==> config.mk <==
export PLATFORM = sky130hd
export DESIGN_NAME = elevator_call_scheduler
export DESIGN_NICKNAME = d
export VERILOG_FILES = /design/src/rtl/elevator_call_scheduler.sv
export SDC_FILE = /design/constraint.sdc
export NUM_CORES = 1
export LEC_CHECK = 0
export CAP_MARGIN = 10
export CORE_MARGIN = 2
export CORE_UTILIZATION = 39
export DETAILED_ROUTE_END_ITERATION = 16
export PLACE_DENSITY = 0.79
export SETUP_SLACK_MARGIN = 0.02
export SLEW_MARGIN = 15
export SYNTH_ARGS = -nofsm -noshare
export SYNTH_HDL_FRONTEND = slang
export SYNTH_SLANG_ARGS = --single-unit
==> constraint.sdc <==
create_clock -name clk -period 4.23 [get_ports clk]
set_input_delay 0.6345 -clock clk [delete_from_list [all_inputs] [get_ports clk]]
set_output_delay 0.6345 -clock clk [all_outputs]
set_load 0.05 [all_outputs]
==> src/rtl/elevator_call_scheduler.sv <==
// elevator_call_scheduler
//   Latches hall and car calls for a single elevator car and picks the car's
//   next action with a SCAN (collective) policy. One command at a time is
//   offered to the car sequencing FSM over a valid/ack handshake, and
//   serviced calls are dropped when the car reports a door-open at a floor.
//
// Ports
//   clk        system clock, all logic on posedge
//   rst        synchronous active-high reset
//   power      0 clears pending calls, withdraws any command, forces dir IDLE
//   upcall     hall up buttons (top floor ignored), level-sampled
//   downcall   hall down buttons (floor 0 ignored), level-sampled
//   floor_btn  in-car buttons, level-sampled
//   cur_floor  current car floor; values >= FLOORS are treated as invalid
//   car_idle   car stopped, doors closed, waiting for a command
//   serve      1-cycle pulse: doors opened at cur_floor
//   cmd_ack    car accepts the current command
//   cmd_valid  command offered
//   cmd        00 NONE, 01 OPEN, 10 MOVE_UP, 11 MOVE_DOWN
//   dir        00 IDLE, 01 UP, 10 DOWN
//   up_pend / down_pend / car_pend  registered pending call vectors
//
// State (dir register)
//   state    | meaning
//   DIR_IDLE | no sweep in progress; nearest call chooses the sweep
//   DIR_UP   | sweeping upward, serving up calls and car calls on the way
//   DIR_DOWN | sweeping downward, serving down calls and car calls on the way
module elevator_call_scheduler #(
  parameter int FLOORS = 8,
  parameter int FW     = 4
) (
  input  logic              clk,
  input  logic              rst,
  input  logic              power,
  input  logic [FLOORS-1:0] upcall,
  input  logic [FLOORS-1:0] downcall,
  input  logic [FLOORS-1:0] floor_btn,
  input  logic [FW-1:0]     cur_floor,
  input  logic              car_idle,
  input  logic              serve,
  input  logic              cmd_ack,
  output logic              cmd_valid,
  output logic [1:0]        cmd,
  output logic [1:0]        dir,
  output logic [FLOORS-1:0] up_pend,
  output logic [FLOORS-1:0] down_pend,
  output logic [FLOORS-1:0] car_pend
);

  typedef enum logic [1:0] {
    DIR_IDLE = 2'b00,
    DIR_UP   = 2'b01,
    DIR_DOWN = 2'b10
  } dir_t;

  typedef enum logic [1:0] {
    CMD_NONE      = 2'b00,
    CMD_OPEN      = 2'b01,
    CMD_MOVE_UP   = 2'b10,
    CMD_MOVE_DOWN = 2'b11
  } cmd_t;

  // No up button on the top floor, no down button on the ground floor.
  localparam logic [FLOORS-1:0] UP_MASK = {1'b0, {(FLOORS-1){1'b1}}};
  localparam logic [FLOORS-1:0] DN_MASK = {{(FLOORS-1){1'b1}}, 1'b0};

  dir_t              dir_q, dir_d;
  cmd_t              cmd_q, cmd_d;
  logic              valid_q, valid_d;
  logic              armed_q, armed_d;
  logic [FLOORS-1:0] up_q, up_d, dn_q, dn_d, car_q, car_d;

  logic              floor_ok;
  logic [FLOORS-1:0] at_f, above_m, below_m, any_pend;
  logic              above, below, here_up, here_dn, here_car;
  int                dist_up, dist_dn;

  logic              eval;
  logic              issue;
  cmd_t              cmd_new;
  dir_t              dir_new;
  logic [FLOORS-1:0] clr_up, clr_dn, clr_car;

  assign floor_ok = int'(cur_floor) < FLOORS;
  assign any_pend = up_q | dn_q | car_q;

  // Floor-relative masks and distance to the closest call on each side.
  always_comb begin
    at_f    = '0;
    above_m = '0;
    below_m = '0;
    dist_up = FLOORS;
    dist_dn = FLOORS;
    for (int i = 0; i < FLOORS; i++) begin
      at_f[i]    = (int'(cur_floor) == i);
      above_m[i] = (i > int'(cur_floor));
      below_m[i] = (i < int'(cur_floor));
    end
    // Descending scan leaves the lowest floor above; ascending scan leaves
    // the highest floor below.
    for (int i = FLOORS - 1; i >= 0; i--) begin
      if (any_pend[i] && above_m[i]) dist_up = i - int'(cur_floor);
    end
    for (int i = 0; i < FLOORS; i++) begin
      if (any_pend[i] && below_m[i]) dist_dn = int'(cur_floor) - i;
    end
  end

  assign above    = |(any_pend & above_m);
  assign below    = |(any_pend & below_m);
  assign here_up  = |(up_q & at_f);
  assign here_dn  = |(dn_q & at_f);
  assign here_car = |(car_q & at_f);

  // SCAN decision from the registered call state.
  always_comb begin
    issue   = 1'b0;
    cmd_new = CMD_NONE;
    dir_new = dir_q;
    case (dir_q)
      DIR_UP: begin
        if (here_up || here_car) begin
          issue = 1'b1; cmd_new = CMD_OPEN;
        end else if (above) begin
          issue = 1'b1; cmd_new = CMD_MOVE_UP;
        end else if (here_dn) begin
          issue = 1'b1; cmd_new = CMD_OPEN; dir_new = DIR_DOWN;
        end else if (below) begin
          issue = 1'b1; cmd_new = CMD_MOVE_DOWN; dir_new = DIR_DOWN;
        end else begin
          dir_new = DIR_IDLE;
        end
      end
      DIR_DOWN: begin
        if (here_dn || here_car) begin
          issue = 1'b1; cmd_new = CMD_OPEN;
        end else if (below) begin
          issue = 1'b1; cmd_new = CMD_MOVE_DOWN;
        end else if (here_up) begin
          issue = 1'b1; cmd_new = CMD_OPEN; dir_new = DIR_UP;
        end else if (above) begin
          issue = 1'b1; cmd_new = CMD_MOVE_UP; dir_new = DIR_UP;
        end else begin
          dir_new = DIR_IDLE;
        end
      end
      default: begin
        dir_new = DIR_IDLE;
        if (here_up || here_dn || here_car) begin
          issue = 1'b1; cmd_new = CMD_OPEN;
        end else if (above && (!below || dist_up <= dist_dn)) begin
          // Ties go upward.
          issue = 1'b1; cmd_new = CMD_MOVE_UP; dir_new = DIR_UP;
        end else if (below) begin
          issue = 1'b1; cmd_new = CMD_MOVE_DOWN; dir_new = DIR_DOWN;
        end
      end
    endcase
  end

  // Serve clears the car call and the hall call in the sweep direction. The
  // opposite hall call is also taken when the sweep is about to reverse here.
  always_comb begin
    clr_up  = '0;
    clr_dn  = '0;
    clr_car = '0;
    if (serve && floor_ok) begin
      clr_car = at_f;
      case (dir_q)
        DIR_UP: begin
          clr_up = at_f;
          if (!above) clr_dn = at_f;
        end
        DIR_DOWN: begin
          clr_dn = at_f;
          if (!below) clr_up = at_f;
        end
        default: begin
          clr_up = at_f;
          clr_dn = at_f;
        end
      endcase
    end
  end

  assign eval = car_idle && armed_q && !valid_q && power && floor_ok;

  always_comb begin
    dir_d   = dir_q;
    cmd_d   = cmd_q;
    valid_d = valid_q;
    armed_d = armed_q;
    up_d    = ((up_q  | (upcall   & UP_MASK)) & ~clr_up)  & UP_MASK;
    dn_d    = ((dn_q  | (downcall & DN_MASK)) & ~clr_dn)  & DN_MASK;
    car_d   =  (car_q | floor_btn)            & ~clr_car;
    if (!power) begin
      dir_d   = DIR_IDLE;
      cmd_d   = CMD_NONE;
      valid_d = 1'b0;
      up_d    = '0;
      dn_d    = '0;
      car_d   = '0;
    end else begin
      // Moving car re-arms, so each idle period yields one command.
      if (!car_idle) armed_d = 1'b1;
      if (valid_q && cmd_ack) begin
        valid_d = 1'b0;
        cmd_d   = CMD_NONE;
        armed_d = 1'b0;
      end else if (eval) begin
        dir_d = dir_new;
        if (issue) begin
          valid_d = 1'b1;
          cmd_d   = cmd_new;
        end
      end
    end
  end

  always_ff @(posedge clk) begin
    if (rst) begin
      dir_q   <= DIR_IDLE;
      cmd_q   <= CMD_NONE;
      valid_q <= 1'b0;
      armed_q <= 1'b1;
      up_q    <= '0;
      dn_q    <= '0;
      car_q   <= '0;
    end else begin
      dir_q   <= dir_d;
      cmd_q   <= cmd_d;
      valid_q <= valid_d;
      armed_q <= armed_d;
      up_q    <= up_d;
      dn_q    <= dn_d;
      car_q   <= car_d;
    end
  end

  assign cmd_valid = valid_q;
  assign cmd       = cmd_q;
  assign dir       = dir_q;
  assign up_pend   = up_q;
  assign down_pend = dn_q;
  assign car_pend  = car_q;

endmodule

==> flow_metrics.py, run 1 <==
metrics = {
    "status": {
        "status": "completed",
    },
    "global_routing": {
        "antenna_found_initial": 0,
        "track_usage": 0.244,
        "grt_max_degree": 25,
        "grt_pass1_wl_um": 15400,
        "grt_pass1_vias": 3236,
        "grt.overflow.total": 0,
    },
    "finish": {
        "drive_gt1_frac": 0.205,
        "diodes": 0,
        "syn2layout_area_growth_pct": 41.2,
        "fin_area_mm2": 0.00399,
        "nets": 523,
    },
    "timing": {
        "fin_setup_tns_ns": 0,
        "fmax_mhz": 255,
        "slew-limit-headroom": 0.520,
        "period_needed_ns": 3.93,
        "setup_viol": 0,
        "maxSlewViolCount": 0,
        "clock_skew_ns": 0.00213,
        "hold_viol": 0,
        "rsz0062_at_grt": "false",
        "tightest_slew_ns": 0.716,
        "fin_hold_ws_ns": 0.524,
        "timing.final.crit_share": 0.928,
    },
    "setup_path": {
        "path_buf_inv": 2,
        "arrival_ns": 4.10,
        "crit_required_ns": 4.41,
        "rr_endpoint": "cmd[0]",
        "crit_fanout": 8,
        "slowest_delay_ns": 0.44,
        "r2r_cells": 15,
        "endpoint_kind": "register",
        "crit_chain": "clkdlybuf4s50_1 > inv_2 > ha_1 > nor2b_2 > o211a_1 > nor2_1 > a211o_1 > a311oi_1 > a211oi_1 > o31ai_1 > ha_1 > nand3_1 > o22ai_1 > o311ai_2 > o21ai_2 > o211ai_1 > o2111ai_1 > o211a_1",
        "cp_top_family": "compound AO/OA/AOI/OAI gates",
        "path_class": "primary input to register",
        "start_kind": "primary input",
        "r2r_setup_slack_ns": 0.81,
        "critPathSlowestCell": "clkdlybuf4s50_1",
        "regToRegStartpoint": "car_pend[1]",
    },
    "synth": {
        "async_flop_share": 0,
        "synth_most_common_cell": "a21oi_1",
        "syn_area_mm2": 0.00283,
        "netlist.area_leader.share": 0.198,
        "synth_largest_area_cell": "dfxtp_1",
        "ys_seq_elements": 28,
        "synth_area_per_cell_um2": 7.88,
        "seq_area_frac_synth": 0.198,
        "synth_cells": 359,
        "ys_types": 66,
        "yosys-top-cells-count": "a21oi_1, o21ai_0, dfxtp_1, ha_1, nand2_1",
        "yosys_most_used_dff": "dfxtp_1",
        "synth_edf_count": 0,
        "yosysWarnings": 0,
        "synthTopCellsByArea": "dfxtp_1, ha_1, a21oi_1, o21ai_0, a31oi_1",
    },
    "pwr": {
        "leakagePower_nw": 1.64,
        "pwr-share-comb": 0.484,
        "p_clk_frac": 0.217,
        "p_sw_uw": 357,
        "ir_worst_vdd_uv": 211,
        "p_per_area_mw_per_mm2": 242,
        "power_frac_seq": 0.299,
        "internal_power_uw": 609,
        "swShare": 0.369,
    },
    "floorplan": {
        "ios": 63,
        "placementRows": 31,
        "dieArea_mm2": 0.00795,
        "fp.dieH_um": 89.2,
        "core_mm2": 0.00714,
        "die-width_um": 89.2,
        "start_util": 0.396,
    },
    "flow_run": {
        "max_cap_viol_count": 0,
    },
    "clock_network": {
        "clock_sinks": 28,
        "clk_pin_slew_worst_paths_ns": 0.09,
        "numCtsBuffers": 3,
        "htreeDepth": 1,
        "root_buffer": "clkbuf_8",
        "cts_tree": "yes",
        "clk_path_buf_depth": 2,
        "clkLatencyLatePin_ns": 0.27,
        "postCtsHoldBufs": 0,
    },
    "min_path": {
        "hold_path_class": "register to register",
        "hold_path_depth": 1,
        "worstHoldEndpoint": "cmd[0]",
        "min-delay-start": "cmd[0]",
    },
    "routing": {
        "drt_iter0_drc": 151,
        "wl_per_cell_um": 16.6,
        "final_antenna_net_count": 0,
        "drc": 0,
        "viasPerCell": 5.81,
        "vias": 3265,
        "drt-total-wl_um": 9340,
        "drt_first_pass_iters": 5,
    },
    "placement": {
        "gp_congestion": 0.962,
        "place_hpwl_um": 7400,
        "portBuffers": 58,
        "place_area_mm2": 0.00389,
    },
}
routing by layer:
metal	vias to the layer above	GRT usage	wire length (µm)
li1	1589	-	-
met1	1545	0.324	4220
met2	116	0.423	4450
met3	15	0.0194	490
met4	0	0.0678	178
met5	-	0	0
timing repair:
item,in CTS,in global routing
setup buffers,0,0
gates resized for setup,3,8
pin swaps,1,0
hold endpoints to repair,0,0
setup endpoints to repair,3,3
gates cloned,0,0
worst register-to-register path, cell delays in order, from the launching register on:
cell and delay, ns:
dfxtp_1 0.36, nor3_2 0.62, nor3_1 0.10, a211o_1 0.30, a221oi_1 0.25, o22ai_1 0.13
o21a_1 0.17, a21oi_1 0.13, ha_1 0.26, nand3_1 0.08, o22ai_1 0.09, o311ai_2 0.24
o21ai_2 0.13, o211ai_1 0.18, o2111ai_1 0.14, o211a_1 0.14
how the worst max path moves through the flow:
| stage | from | slack (ns) | depth (start not counted) | end |
|---|---|---|---|---|
| final | cur_floor[3] | 0.30 | 18 | cmd[0] |
| after global routing | cur_floor[3] | 0.02 | 18 | cmd[0] |
| after CTS | cur_floor[1] | 0.05 | 18 | cmd[0] |
| after detailed placement | cur_floor[2] | -0.40 | 18 | cmd[0] |
| after global placement | cur_floor[2] | -0.37 | 18 | cmd[0] |
| after floorplan | cur_floor[2] | 0.06 | 20 | cmd[0] |
sequential cells by signal (all words and copies together), names as in the netlist:
register	cells
dir	2
down_pend	7
car_pend	8
up_pend	7
armed_q	1
cmd_valid	1
cmd	2
stage by stage:
| step | worst slack, ns | instances | util | power (mW) |
|---|---|---|---|---|
| 2_1_floorplan | 0.0555 | 360 | - | 0.575 |
| 3_3_place_gp | -0.366 | 558 | 0.545 | 0.730 |
| 3_5_place_dp | -0.399 | 558 | 0.545 | 0.739 |
| 4_1_cts | 0.0534 | 562 | 0.555 | 0.951 |
| 5_1_grt | 0.0187 | 562 | 0.559 | 1.02 |
| 6_report | 0.304 | 562 | 0.559 | 0.966 |
power groups by stage:
| stage | logic, mW | clock network, mW | registers (mW) |
|---|---|---|---|
| 4_1_cts | 0.449 | 0.214 | 0.288 |
| 3_5_place_dp | 0.445 | 0 | 0.294 |
| 6_report | 0.467 | 0.210 | 0.288 |
| 2_1_floorplan | 0.245 | 0 | 0.330 |
| 5_1_grt | 0.508 | 0.223 | 0.290 |
| 3_3_place_gp | 0.437 | 0 | 0.294 |
cell type report:
cell class | instances | area [µm²]
clock buffers | 3 | 41.3
clock inverters | 1 | 30.0
multi-input cells | 293 | 2110
repair buffers | 122 | 1070
well taps | 99 | 124
inverters | 16 | 60.1
flip-flops and latches | 28 | 561
fillers | 700 | 3140
cell usage in the layout (no fill, tap or decap), drive strengths merged, types with 4 or more instances in the layout:
cell	count
o21a	5
nand2	22
o211ai	5
a22oi	10
dfxtp	28
nand3	5
buf	64
o211a	5
or3	5
nor3	15
a211oi	5
clkdlybuf4s50	56
inv	16
nor2	17
nor3b	4
xnor2	5
a21oi	39
a31oi	21
o22ai	5
ha	25
o21ai	40
o2111ai	5
logic make-up (layout without fill, tap and decap cells):
| logic type | count (synthesis) | count (layout) | synth area share |
|---|---|---|---|
| AOI/OAI and AO/OA | 170 | 170 | 0.407 |
| and+or+nand+nor | 88 | 88 | 0.190 |
| buffers and inverters | 39 | 142 | 0.0668 |
| DFF | 28 | 28 | 0.198 |
| adders and majority gates | 25 | 25 | 0.111 |
| xor gates and xnor gates | 6 | 6 | 0.0186 |
| muxes | 2 | 2 | 0.00708 |
| other | 1 | 2 | 0.00133 |
(Power assumes the default switching activity.)
==> run 2: changes to the inputs <==
--- a/config.mk
+++ b/config.mk
@@ -5,11 +5,11 @@
 export SDC_FILE = /design/constraint.sdc
 export NUM_CORES = 1
 export LEC_CHECK = 0
+export ABC_AREA = 1
 export CAP_MARGIN = 10
-export CORE_MARGIN = 2
 export CORE_UTILIZATION = 39
 export DETAILED_ROUTE_END_ITERATION = 16
-export PLACE_DENSITY = 0.79
+export PLACE_DENSITY = 0.78
 export SETUP_SLACK_MARGIN = 0.02
 export SLEW_MARGIN = 15
 export SYNTH_ARGS = -nofsm -noshare
==> flow_metrics.py, run 2 <==
metrics = {
    "setup_path": {
        "arrival_ns": 3.93,
        "critPathSlowestCell": "clkdlybuf4s50_1",
        "slowest_delay_ns": 0.46,
        "cpMostUsedCell": "nand2_1",
        "crit_fanout": 8,
        "cp_top_family": "simple AND/OR/NAND/NOR gates",
        "regToRegStartpoint": "car_pend[4]",
        "path_class": "primary input to register",
        "start_kind": "primary input",
        "crit_required_ns": 4.40,
        "r2r_cells": 21,
        "crit_chain": "clkdlybuf4s50_1 > inv_1 > buf_4 > ha_1 > nand2_1 > nand3_2 > inv_2 > o21ai_1 > nand2_1 > o21ai_0 > nand2_1 > a21oi_1 > ha_1 > a21oi_1 > nand4_1 > nand2_1 > nand2_1 > nand2_1 > nand2_1 > nand3_1 > nand2_1 > nor2_1 > nor2_1",
        "rr_endpoint": "dir[1]",
        "r2r_setup_slack_ns": 1.47,
        "path_buf_inv": 4,
        "endpoint_kind": "register",
    },
    "placement": {
        "gp_congestion": 0.919,
        "place_hpwl_um": 7260,
        "pre_cts_slack_ns": 0.233,
        "dpl.cell_count": 656,
        "portBuffers": 58,
    },
    "synth": {
        "synthTopCellsByArea": "dfxtp_1, nand2_1, ha_1, inv_1, o21ai_0",
        "async_flop_share": 0,
        "synthXorXnorAreaFrac": 0.0226,
        "seq_area_frac_synth": 0.181,
        "synth_edf_count": 0,
        "synth_area_per_cell_um2": 6.26,
        "synth_adder_area_share": 0.101,
        "ys_seq_elements": 28,
        "synth-compound-area-share": 0.187,
        "synth_top_family_by_area": "simple AND/OR/NAND/NOR gates",
        "netlist.area_leader.share": 0.181,
        "synth_cells": 496,
        "synth_most_common_cell": "nand2_1",
        "yosys-top-cells-count": "nand2_1, inv_1, nor2_1, o21ai_0, a21oi_1",
        "yosysWarnings": 0,
        "synthSimpleGateAreaFrac": 0.388,
        "syn_area_mm2": 0.00310,
        "yosys_most_used_dff": "dfxtp_1",
        "ys_types": 42,
        "synth_largest_area_cell": "dfxtp_1",
        "synthMuxAreaShare": 0,
    },
    "timing": {
        "rsz0062_at_grt": "false",
        "clock_skew_ns": 0.00929,
        "period_needed_ns": 3.75,
        "timing.final.crit_share": 0.888,
        "slew-limit-headroom": 0.531,
        "maxSlewViolCount": 0,
        "setup_ws_ns": 0.476,
        "hold_viol": 0,
        "setup_viol": 0,
        "fmax_mhz": 266,
        "fin_setup_tns_ns": 0,
        "tightest_slew_ns": 0.702,
    },
    "min_path": {
        "hold_path_class": "register to register",
        "worstHoldEndpoint": "cmd_valid",
        "hold_path_depth": 2,
        "min-delay-start": "cmd_valid",
    },
    "clock_network": {
        "numCtsBuffers": 3,
        "clock_sinks": 28,
        "cts_tree": "yes",
        "postCtsHoldBufs": 0,
        "root_buffer": "clkbuf_8",
        "cts_resized": 0,
        "clk_path_buf_depth": 2,
        "clkLatencyLatePin_ns": 0.28,
        "post-cts-setup-buffers": 0,
        "htreeDepth": 1,
        "clk_pin_slew_worst_paths_ns": 0.09,
    },
    "pwr": {
        "swShare": 0.398,
        "p_clk_frac": 0.226,
        "internal_power_uw": 559,
        "ir_worst_vdd_uv": 183,
        "power_frac_seq": 0.309,
        "totalPowerFinal_uw": 929,
        "leakagePower_nw": 1.87,
        "pwr-share-comb": 0.465,
        "p_sw_uw": 369,
        "p_per_area_mw_per_mm2": 239,
    },
    "floorplan": {
        "placementRows": 32,
        "start_util": 0.402,
        "fp.dieH_um": 91.2,
        "ios": 63,
        "core_mm2": 0.00773,
        "dieArea_mm2": 0.00832,
        "die-width_um": 91.2,
    },
    "finish": {
        "multi_input_area_mm2": 0.00218,
        "drive_gt1_frac": 0.111,
        "diodes": 0,
        "regArea_um2": 561,
        "largest_reg_flops": 8,
        "nets": 618,
        "final_common_cell": "nand2_1",
        "stdcell_count": 660,
        "layout_common_cells": "nand2_1, inv_1, clkdlybuf4s50_1, nor2_1, o21ai_0",
        "syn2layout_area_growth_pct": 25.1,
        "nFillCells": 744,
    },
    "flow_run": {
        "max_cap_viol_count": 0,
    },
    "routing": {
        "wl_per_cell_um": 14.0,
        "vias": 3477,
        "viasPerCell": 5.27,
        "drt-total-wl_um": 9270,
        "final_antenna_net_count": 0,
        "drt_iter0_drc": 298,
        "drc": 0,
        "drt_first_pass_iters": 5,
    },
    "global_routing": {
        "met3_usage": 0.0134,
        "busiest_layer": "met2",
        "grt_pass1_vias": 3244,
        "grt_max_degree": 25,
        "antenna_found_initial": 0,
        "grt.overflow.total": 0,
        "met1_usage": 0.300,
        "grt_pass1_wl_um": 15200,
        "grt_use_met2": 0.379,
        "track_usage": 0.224,
    },
    "status": {
        "status": "completed",
    },
}
run 2: cell types whose count changed in the layout (fill, tap and decap cells not counted), sizes merged, moves of 9 or more:
| cell | previous run | this run |
|---|---|---|
| nor3 | 15 | 6 |
| nand2 | 22 | 124 |
| a31oi | 21 | 2 |
| inv | 16 | 67 |
| nor2 | 17 | 64 |
| buf | 64 | 12 |
| a22oi | 10 | 0 |
| nand3 | 5 | 48 |
run 2: worst register-to-register path, cell delays in order, from the launching register on:
cell and delay, ns:
dfxtp_1 0.39, nor2_1 0.06, nand2_1 0.14, inv_1 0.07, nor2_1 0.27, nand2_1 0.18, o221ai_1 0.19, a21oi_1 0.06
o21a_1 0.18, ha_1 0.26, nand2_1 0.06, inv_1 0.05, nand2_1 0.06, nand4_1 0.09, nand2_1 0.07, nand2_1 0.06
nand2_1 0.08, nand2_1 0.07, nand3_1 0.07, nand2_1 0.06, nor2_1 0.11, nor2_1 0.06
run 2: layout make-up:
type / instances / share of cell area
flip-flops and latches: 28 / 0.144
well taps: 102 / 0.0329
inverters: 68 / 0.0712
multi-input cells: 388 / 0.560
clock buffers: 3 / 0.0106
repair buffers: 70 / 0.173
clock inverters: 1 / 0.00773
run 2: power by group through the flow:
stage,clock (mW),sequential (mW),combinational [mW]
2_1_floorplan,0,0.329,0.264
3_3_place_gp,0,0.292,0.418
3_5_place_dp,0,0.293,0.423
4_1_cts,0.213,0.287,0.426
5_1_grt,0.226,0.289,0.477
6_report,0.210,0.287,0.432
run 2: how the worst max path moves through the flow:
stage                             from  endpoint  slack, ns  cells after the start
after detailed placement  cur_floor[1]    dir[1]       0.23                     25
after global routing      cur_floor[1]    dir[1]       0.09                     26
after CTS                 cur_floor[1]    dir[1]       0.52                     25
after global placement    cur_floor[1]    dir[1]       0.32                     23
final                     cur_floor[1]    dir[1]       0.48                     23
after floorplan           cur_floor[2]    dir[1]       0.98                     28
run 2: cells by family after synthesis:
family,after synthesis
simple gates,248
compound gates,105
buf+inv,81
flops,28
fa+ha+maj,25
xor+xnor,8
other cells,1
run 2: metal layers:
layer | wire length [µm] | vias to the layer above
met4 | 245 | 0
met2 | 4240 | 153
met1 | 4240 | 1559
met3 | 543 | 24
met5 | 0 | -
li1 | - | 1741
run 2: stage by stage:
stage | hold WS (ns) | instance area, µm² | util
floorplan | 0.513 | 3110 | -
CTS | 0.505 | 3880 | 0.502
global route | 0.535 | 3880 | 0.502
detailed placement | 0.488 | 3810 | 0.493
global placement | 0.481 | 3810 | 0.493
finish | 0.507 | 3880 | 0.502
==> run 3: changes to the inputs <==
--- a/config.mk
+++ b/config.mk
@@ -7,6 +7,7 @@
 export LEC_CHECK = 0
 export ABC_AREA = 1
 export CAP_MARGIN = 10
+export CORE_ASPECT_RATIO = 1.5
 export CORE_UTILIZATION = 39
 export DETAILED_ROUTE_END_ITERATION = 16
 export PLACE_DENSITY = 0.78
==> flow_metrics.py, run 3 (same netlist as run 2, synthesis figures left out) <==
metrics = {
    "status": {
        "status": "completed",
    },
    "pwr": {
        "power_frac_seq": 0.298,
        "p_per_area_mw_per_mm2": 243,
        "p_sw_uw": 380,
        "ir_worst_vdd_uv": 350,
        "leakagePower_nw": 1.91,
        "pwr-share-comb": 0.459,
        "p_clk_frac": 0.243,
        "swShare": 0.394,
        "internal_power_uw": 583,
    },
    "global_routing": {
        "grt_pass1_vias": 3536,
        "antenna_found_initial": 0,
        "grt_pass1_wl_um": 16000,
        "grt.overflow.total": 0,
        "track_usage": 0.247,
        "grt_max_degree": 24,
    },
    "finish": {
        "syn2layout_area_growth_pct": 27.5,
        "nFillCells": 767,
        "nets": 626,
        "diodes": 0,
        "largest_reg_flops": 8,
        "layout_common_cells": "nand2_1, inv_1, clkdlybuf4s50_1, nor2_1, o21ai_0",
        "stdcell_count": 668,
        "utilization": 0.517,
        "final_common_cell": "nand2_1",
        "fin_area_mm2": 0.00396,
        "drive_gt1_frac": 0.122,
    },
    "flow_run": {
        "max_cap_viol_count": 0,
    },
    "routing": {
        "wl_per_cell_um": 14.4,
        "drt-total-wl_um": 9620,
        "drc": 0,
        "drt_first_pass_iters": 5,
        "final_antenna_net_count": 0,
        "drt_iter0_drc": 200,
        "viasPerCell": 5.19,
        "vias": 3464,
    },
    "clock_network": {
        "clk_pin_slew_worst_paths_ns": 0.06,
        "cts_tree": "yes",
        "clock_sinks": 28,
        "clk_path_buf_depth": 2,
        "numCtsBuffers": 3,
        "post-cts-setup-buffers": 0,
        "htreeDepth": 1,
        "postCtsHoldBufs": 0,
        "clkLatencyLatePin_ns": 0.26,
        "cts_resized": 0,
        "root_buffer": "clkbuf_16",
    },
    "setup_path": {
        "critPathSlowestCell": "clkdlybuf4s50_1",
        "slowest_delay_ns": 0.47,
        "start_kind": "primary input",
        "arrival_ns": 3.94,
        "crit_fanout": 12,
        "path_class": "primary input to register",
        "crit_required_ns": 4.43,
        "cpMostUsedCell": "nand2_1",
        "endpoint_kind": "register",
    },
    "timing": {
        "setup_viol": 0,
        "period_needed_ns": 3.74,
        "slew-limit-headroom": 0.657,
        "fmax_mhz": 267,
        "fin_setup_tns_ns": 0,
        "maxSlewViolCount": 0,
        "rsz0062_at_grt": "false",
        "timing.final.crit_share": 0.885,
        "clock_skew_ns": 0.000980,
        "hold_viol": 0,
        "tightest_slew_ns": 0.512,
    },
    "floorplan": {
        "die-width_um": 74.8,
        "fp.dieH_um": 111,
        "core_mm2": 0.00766,
        "start_util": 0.405,
        "placementRows": 39,
        "dieArea_mm2": 0.00832,
        "ios": 63,
    },
    "placement": {
        "dpl.cell_count": 664,
        "place_hpwl_um": 7860,
        "portBuffers": 58,
        "gp_congestion": 0.969,
        "place_area_mm2": 0.00387,
    },
    "min_path": {
        "hold_path_class": "register to register",
    },
}
[run 3: layout make-up]
class                   count  area (µm²)  area share
clock buffers               4        88.8      0.0224
well taps                 102         128      0.0322
multi-input cells         388        2170       0.549
flip-flops and latches     28         561       0.142
inverters                  68         277      0.0699
repair buffers             78         731       0.185
[run 3: through the flow]
stage	worst slack [ns]	total power, mW	hold WS (ns)
6_report	0.486	0.963	0.487
4_1_cts	0.567	0.963	0.491
3_5_place_dp	0.301	0.727	0.483
2_1_floorplan	0.982	0.594	0.513
3_3_place_gp	0.352	0.722	0.466
5_1_grt	0.193	1.03	0.523
[run 3: worst max-delay path: cells and delay by family]
kind                       cells  cell delay, ns
adders and majority gates      3            0.67
AOI/OAI and AO/OA              4            0.45
and+or+nand+nor               17            1.27
buffers and inverters          5            0.93
[run 3: power by group through the flow]
| stage | registers [mW] | logic (mW) | clock network, mW |
|---|---|---|---|
| 6_report | 0.287 | 0.442 | 0.234 |
| 5_1_grt | 0.288 | 0.487 | 0.250 |
| 4_1_cts | 0.287 | 0.438 | 0.238 |
| 3_5_place_dp | 0.292 | 0.435 | 0 |
| 3_3_place_gp | 0.292 | 0.429 | 0 |
| 2_1_floorplan | 0.329 | 0.264 | 0 |
[run 3: per-layer routing]
metal  wire length (µm)  vias up  global-route usage
met5                  0        -                   0
met4                579        0               0.165
met3                330       40              0.0227
met2               5120      116               0.443
met1               3590     1548               0.259
li1                   -     1760                   -
[run 3: final timing paths]
path | from | endpoint | slack, ns | cells past startpoint
max | cur_floor[2] | cmd[0] | 0.49 | 29
min | cmd_valid | cmd_valid | 0.49 | 2
max reg2reg | car_pend[4] | cmd[0] | 1.42 | 21
min reg2reg | cmd_valid | cmd_valid | 0.49 | 2
